## config.mk

```make
export PLATFORM = sky130hd
export DESIGN_NAME = fp_accum_seq_flat
export DESIGN_NICKNAME = d
export VERILOG_FILES = /design/src/rtl/fp_accum_seq_if.sv /design/src/rtl/fp_accum_seq.sv /design/src/flat_wrapper.sv
export SDC_FILE = /design/constraint.sdc
export NUM_CORES = 1
export LEC_CHECK = 0
export BUFFER_PORTS_ARGS = -buffer_cell sky130_fd_sc_hd__buf_2
export CELL_PAD_IN_SITES_DETAIL_PLACEMENT = 2
export CELL_PAD_IN_SITES_GLOBAL_PLACEMENT = 2
export CORE_AREA = 2 2 129 143
export CTS_CLUSTER_SIZE = 25
export DETAILED_ROUTE_END_ITERATION = 10
export DIE_AREA = 0 0 131 145
export GPL_TIMING_DRIVEN = 1
export PLACE_DENSITY = 0.83
export SLEW_MARGIN = 40
export SYNTH_ARGS = -nofsm -noshare
export SYNTH_HDL_FRONTEND = slang
export SYNTH_SLANG_ARGS = --single-unit
```

## constraint.sdc

```tcl
create_clock -name clk -period 3.2 [get_ports clk]
set_clock_uncertainty 0.2 [all_clocks]
set_input_delay 0.32 -clock clk [delete_from_list [all_inputs] [get_ports clk]]
set_output_delay 0.32 -clock clk [all_outputs]
set_load 0.05 [all_outputs]
```

## src/rtl/fp_accum_seq_if.sv

```systemverilog
// fp_accum_seq_if: operand stream handshake into the accumulation sequencer.
//   in_data  : IEEE-754 single-precision operand
//   in_valid : in_data is valid (driven by the producer)
//   in_ready : sequencer accepts in_data this cycle (driven by the sequencer)
// master modport is the operand producer, slave modport is the sequencer.
interface fp_accum_seq_if;
    logic [31:0] in_data;
    logic        in_valid;
    logic        in_ready;

    modport master (
        output in_data,
        output in_valid,
        input  in_ready
    );

    modport slave (
        input  in_data,
        input  in_valid,
        output in_ready
    );
endinterface

```

## src/rtl/fp_accum_seq.sv

```systemverilog
// fp_accum_seq: sums a stream of IEEE-754 single-precision operands into one
// scalar using a single external fp_add instance, strictly in arrival order
// (((0 + x0) + x1) + ...).
//
// Ports:
//   clk       : system clock, all state updates on the rising edge
//   reset     : synchronous, active-high reset
//   start     : begin a job, sampled only in IDLE
//   len       : number of operands in the job, sampled with start
//   stream    : operand handshake (in_data / in_valid / in_ready), slave side
//   add_a     : to fp_add A_FP, copy of the accumulator
//   add_b     : to fp_add B_FP, the accepted operand
//   add_sum   : from fp_add, {sign, exponent[7:0], mantissa[22:0]}
//   sum       : final accumulated value, held until the next job completes
//   sum_valid : one-cycle pulse, sum is valid
//   busy      : high in every state except IDLE
module fp_accum_seq #(
    parameter int COUNT_W = 8,
    parameter int ADD_LAT = 2
) (
    input  logic               clk,
    input  logic               reset,
    input  logic               start,
    input  logic [COUNT_W-1:0] len,
    fp_accum_seq_if.slave      stream,
    output logic [31:0]        add_a,
    output logic [31:0]        add_b,
    input  logic [31:0]        add_sum,
    output logic [31:0]        sum,
    output logic               sum_valid,
    output logic               busy
);

    localparam int WAIT_W = (ADD_LAT > 1) ? $clog2(ADD_LAT) : 1;
    localparam logic [WAIT_W-1:0] WAIT_LOAD = WAIT_W'(ADD_LAT - 1);

    typedef enum logic [1:0] {
        S_IDLE,
        S_FETCH,
        S_WAIT,
        S_DONE
    } state_t;

    state_t             state;
    logic [31:0]        acc;
    logic [COUNT_W-1:0] remaining;
    logic [WAIT_W-1:0]  waitcnt;

    always_ff @(posedge clk) begin
        if (reset) begin
            state     <= S_IDLE;
            acc       <= '0;
            add_a     <= '0;
            add_b     <= '0;
            sum       <= '0;
            sum_valid <= 1'b0;
            remaining <= '0;
            waitcnt   <= '0;
        end else begin
            case (state)
                S_IDLE: begin
                    if (start) begin
                        acc       <= '0;
                        remaining <= len;
                        state     <= (len == '0) ? S_DONE : S_FETCH;
                    end
                end
                S_FETCH: begin
                    // in_ready is high throughout FETCH, so in_valid alone completes the handshake.
                    if (stream.in_valid) begin
                        add_a     <= acc;
                        add_b     <= stream.in_data;
                        remaining <= remaining - COUNT_W'(1);
                        waitcnt   <= WAIT_LOAD;
                        state     <= S_WAIT;
                    end
                end
                S_WAIT: begin
                    if (waitcnt != '0) begin
                        waitcnt <= waitcnt - WAIT_W'(1);
                    end else begin
                        acc   <= add_sum;
                        state <= (remaining == '0) ? S_DONE : S_FETCH;
                    end
                end
                S_DONE: begin
                    // DONE spans two cycles: the first publishes acc and raises the
                    // pulse, the second drops it and returns to IDLE.
                    if (!sum_valid) begin
                        sum       <= acc;
                        sum_valid <= 1'b1;
                    end else begin
                        sum_valid <= 1'b0;
                        state     <= S_IDLE;
                    end
                end
                default: state <= S_IDLE;
            endcase
        end
    end

    always_comb begin
        stream.in_ready = (state == S_FETCH);
        busy            = (state != S_IDLE);
    end

endmodule
```

## src/flat_wrapper.sv

```systemverilog
// flat-port wrapper written by rule: the top's interface ports become plain ports
module fp_accum_seq_flat 
#(
    parameter int COUNT_W = 8,
    parameter int ADD_LAT = 2
)
  (clk, reset, start, len, add_a, add_b, add_sum, sum, sum_valid, busy, stream_in_data, stream_in_valid, stream_in_ready);
  fp_accum_seq_if stream_i ();
  input  logic clk;
  input  logic reset;
  input  logic start;
  input  logic [COUNT_W-1:0] len;
  output logic [31:0] add_a;
  output logic [31:0] add_b;
  input  logic [31:0] add_sum;
  output logic [31:0] sum;
  output logic sum_valid;
  output logic busy;
  input wire logic [$bits(stream_i.in_data)-1:0] stream_in_data;
  input wire logic [$bits(stream_i.in_valid)-1:0] stream_in_valid;
  output wire logic [$bits(stream_i.in_ready)-1:0] stream_in_ready;
  assign stream_i.in_data = stream_in_data;
  assign stream_i.in_valid = stream_in_valid;
  assign stream_in_ready = stream_i.in_ready;
  fp_accum_seq #(.COUNT_W(COUNT_W), .ADD_LAT(ADD_LAT)) u_core (.clk(clk), .reset(reset), .start(start), .len(len), .stream(stream_i), .add_a(add_a), .add_b(add_b), .add_sum(add_sum), .sum(sum), .sum_valid(sum_valid), .busy(busy));
endmodule
```

==> impl_metrics.toml <==
[status]
outcome = "complete, no violations"

[clock_network]
post_cts_resize_count = 0
clk_pin_slew_ps = 60
ctsHoldBuffers = 63
clk_latency_ps = 420
cts-buffers-inserted = 17
cts_setup_buffers = 0
htree_levels = 4
cts-root-buf = "clkbuf_16"
cts_tree = "built"
cts_buffer_depth = 2
cts_num_sinks = 140

[synthesis]
synth_cell_types = 38
synth_top_area_share_pct = 54.0
ys_seq_area_share_pct = 54.0
async_reset_ff_share_pct = 0
synth_warnings = 0
synthCells = 622
synth_top_area_cell = "dfxtp_1"
synth-edff-count = 0
synth_ff_type = "dfxtp_1"
synth_nets = 699
avgSynthCellArea_um2 = 8.34
yosys-top-cells-area = "dfxtp_1, nand2_1, a21oi_1, a22oi_1, nor2_1"
ys_ff_latch = 140
netlist_area_um2 = 5190

[pwr]
peakVddDrop_v = 0.000355
power.density_nw_per_um2 = 636
power.leakage_nw = 3.04

[worst_setup_path]
crit_path_max_fanout = 36
cp-startpoint = "u_core.state[0]"
r2r-end = "u_core.add_b[28]"
cp.arrival_ps = 2800
critical_path.reg2reg.startpoint = "u_core.state[0]"
r2r_slack_ps = 510
criticalPathCategory = "reg2reg"
critPathRequiredTime_ps = 3310
endpoint_kind = "flop"
r2r_cells = 6
crit_path_end = "u_core.add_b[28]"
worst_setup_path_start_kind = "flop"

[timing]
hold_viol = 0
finalSetupTns_ps = 0
rsz0062_at_grt = "false"
worst_pin_slew_ps = 763
period_minus_slack_ps = 2690
min_period_over_period_pct = 84.1
fmax_mhz = 372
setup_viol = 0
drv_slew = 0
slew_headroom_pct = 49.1

[floorplan]
io-pin-count = 175
die_area_um2 = 19000
die_height_um = 145
die_x_um = 131
placeableCoreArea_um2 = 17500
num_rows = 51
start_util_pct = 29.6

[global_routing]
grt_max_degree = 84
grt_pass1_wl_um = 33200
grt_pass1_vias = 5996
antenna_found_initial = 0
grt-ovfl-total = 0
grt_usage_pct = 22.9

[drt]
drt_iter0_drc = 183
topRoutingLayerUsed = "met4"
dr_wl_met2_um = 11600
finalWirelength_um = 21900
dr_total_vias = 5351
drcViolationCount = 0
via_per_inst = 4.92
m1WireLength_um = 8540
antenna_left = 0
wire_per_inst_um = 20.1
first_pass_iters = 6
met3WireLength_um = 1090

[place]
dp_hpwl_um = 12700
routabilityCongestion = 0.799
post-place-cells = 993
portBuffers = 174

[cells_and_area]
area_growth_pct = 42.9
nFillCells = 1949
antenna_cells = 0
fin_cells = 1088
drive_gt1_share_pct = 26.6
fin_nets = 915

[hold_path]
min-delay-start = "add_sum[8]"
worstHoldPathType = "in2reg"

[job]
maxCapViolCount = 0
-- layout by cell type (no fill, tap or decap), drive strengths merged --
master,instances
nor4b,1
nor2,40
nand4b,2
clkbuf,20
nand4,1
a22oi,32
clkinvlp,2
ha,1
dfxtp,140
or2,2
a31oi,1
nor4,3
nand3,3
buf,181
mux2i,1
o211ai,1
nand2,200
a21o,4
nand2b,5
a211oi,2
a21oi,114
mux4,1
clkinv,7
bufinv,2
nor3b,2
dlygate4sd3,63
and2,2
inv,5
a311oi,1
nor2b,1
o21ai,6
nor3,4
-- critical path: stages, from the launching register on --
cell and delay (ps):
dfxtp_1 610, nand2b_4 200, inv_2 240, and2_2 630, buf_12 280, nand2_1 100, a21oi_1 290
-- worst min-delay path by stage --
stage / cells past startpoint / slack [ps] / to
finish: 3 / 50 / u_core.acc[8]
global route: 3 / 50 / u_core.acc[8]
CTS: 3 / 30 / u_core.acc[8]
detailed placement: 2 / 250 / u_core.add_b[9]
global placement: 2 / 240 / u_core.add_b[16]
floorplan: 2 / 240 / u_core.sum[22]
-- cells by family (layout without fill, tap and decap cells) --
kind of cell    Yosys count  in the layout  share of synthesized area (%)
compound gates          161            161                           18.0
simple gates            266            266                           21.1
buf+inv                  52            280                           6.00
fa+ha+maj                 1              1                          0.241
mux                       2              2                          0.627
flops                   140            140                           54.0
-- metrics by stage --
step | worst slack, ps | utilization, % | total power, mW | hold WS, ps | cell area [um^2]
floorplan | 1610 | - | 2.49 | 245 | 5190
global placement | 837 | 35.1 | 2.66 | 239 | 6160
detailed placement | 669 | 35.3 | 2.72 | 250 | 6190
CTS | 640 | 42.1 | 4.71 | 34.6 | 7390
global route | 299 | 42.2 | 4.91 | 50.2 | 7410
finish | 509 | 42.2 | 4.72 | 47.0 | 7410
-- Yosys cell counts (3+ instances only) --
cell      instances
nand2_1         199
dfxtp_1         140
nand2b_1          4
o21ai_0           6
nor3_1            4
buf_6            11
inv_1             4
nand3_1           3
a21oi_1         107
a21o_1            4
a21oi_2           7
nor2_1           40
buf_2            18
a22oi_1          32
clkbuf_1         14
buf_4             3
-- sequential cells by signal, summed over array words and instances, names as in the netlist --
| register | count |
|---|---|
| u_core.acc | 32 |
| u_core.add_a | 32 |
| u_core.add_b | 32 |
| u_core.sum | 32 |
| u_core.remaining | 8 |
| u_core.state | 2 |
| u_core.sum_valid | 1 |
| u_core.waitcnt | 1 |
-- where the power goes --
part	leakage (nW)	internal [mW]	switching [mW]
logic	1.63	0.291	0.560
registers	1.13	1.83	0.0964
clock network	0.276	1.16	0.777
total	3.04	3.28	1.43
-- layer usage --
metal	GRT usage [%]	up-vias
li1	-	2499
met1	24.8	2626
met2	42.2	177
met3	4.57	49
met4	9.84	0
met5	0	-
-- area by class of cell --
cell class,count,area [um^2],share of cell area (%)
Multi-Input combinational cell,430,2100,28.3
Tap cell,238,298,4.02
Inverter,5,18.8,0.253
Sequential cell,140,2800,37.8
Timing Repair Buffer,244,1630,22.0
Clock buffer,20,447,6.03
Clock inverter,11,121,1.64
Note: power is estimated with default switching activity, not from simulation.
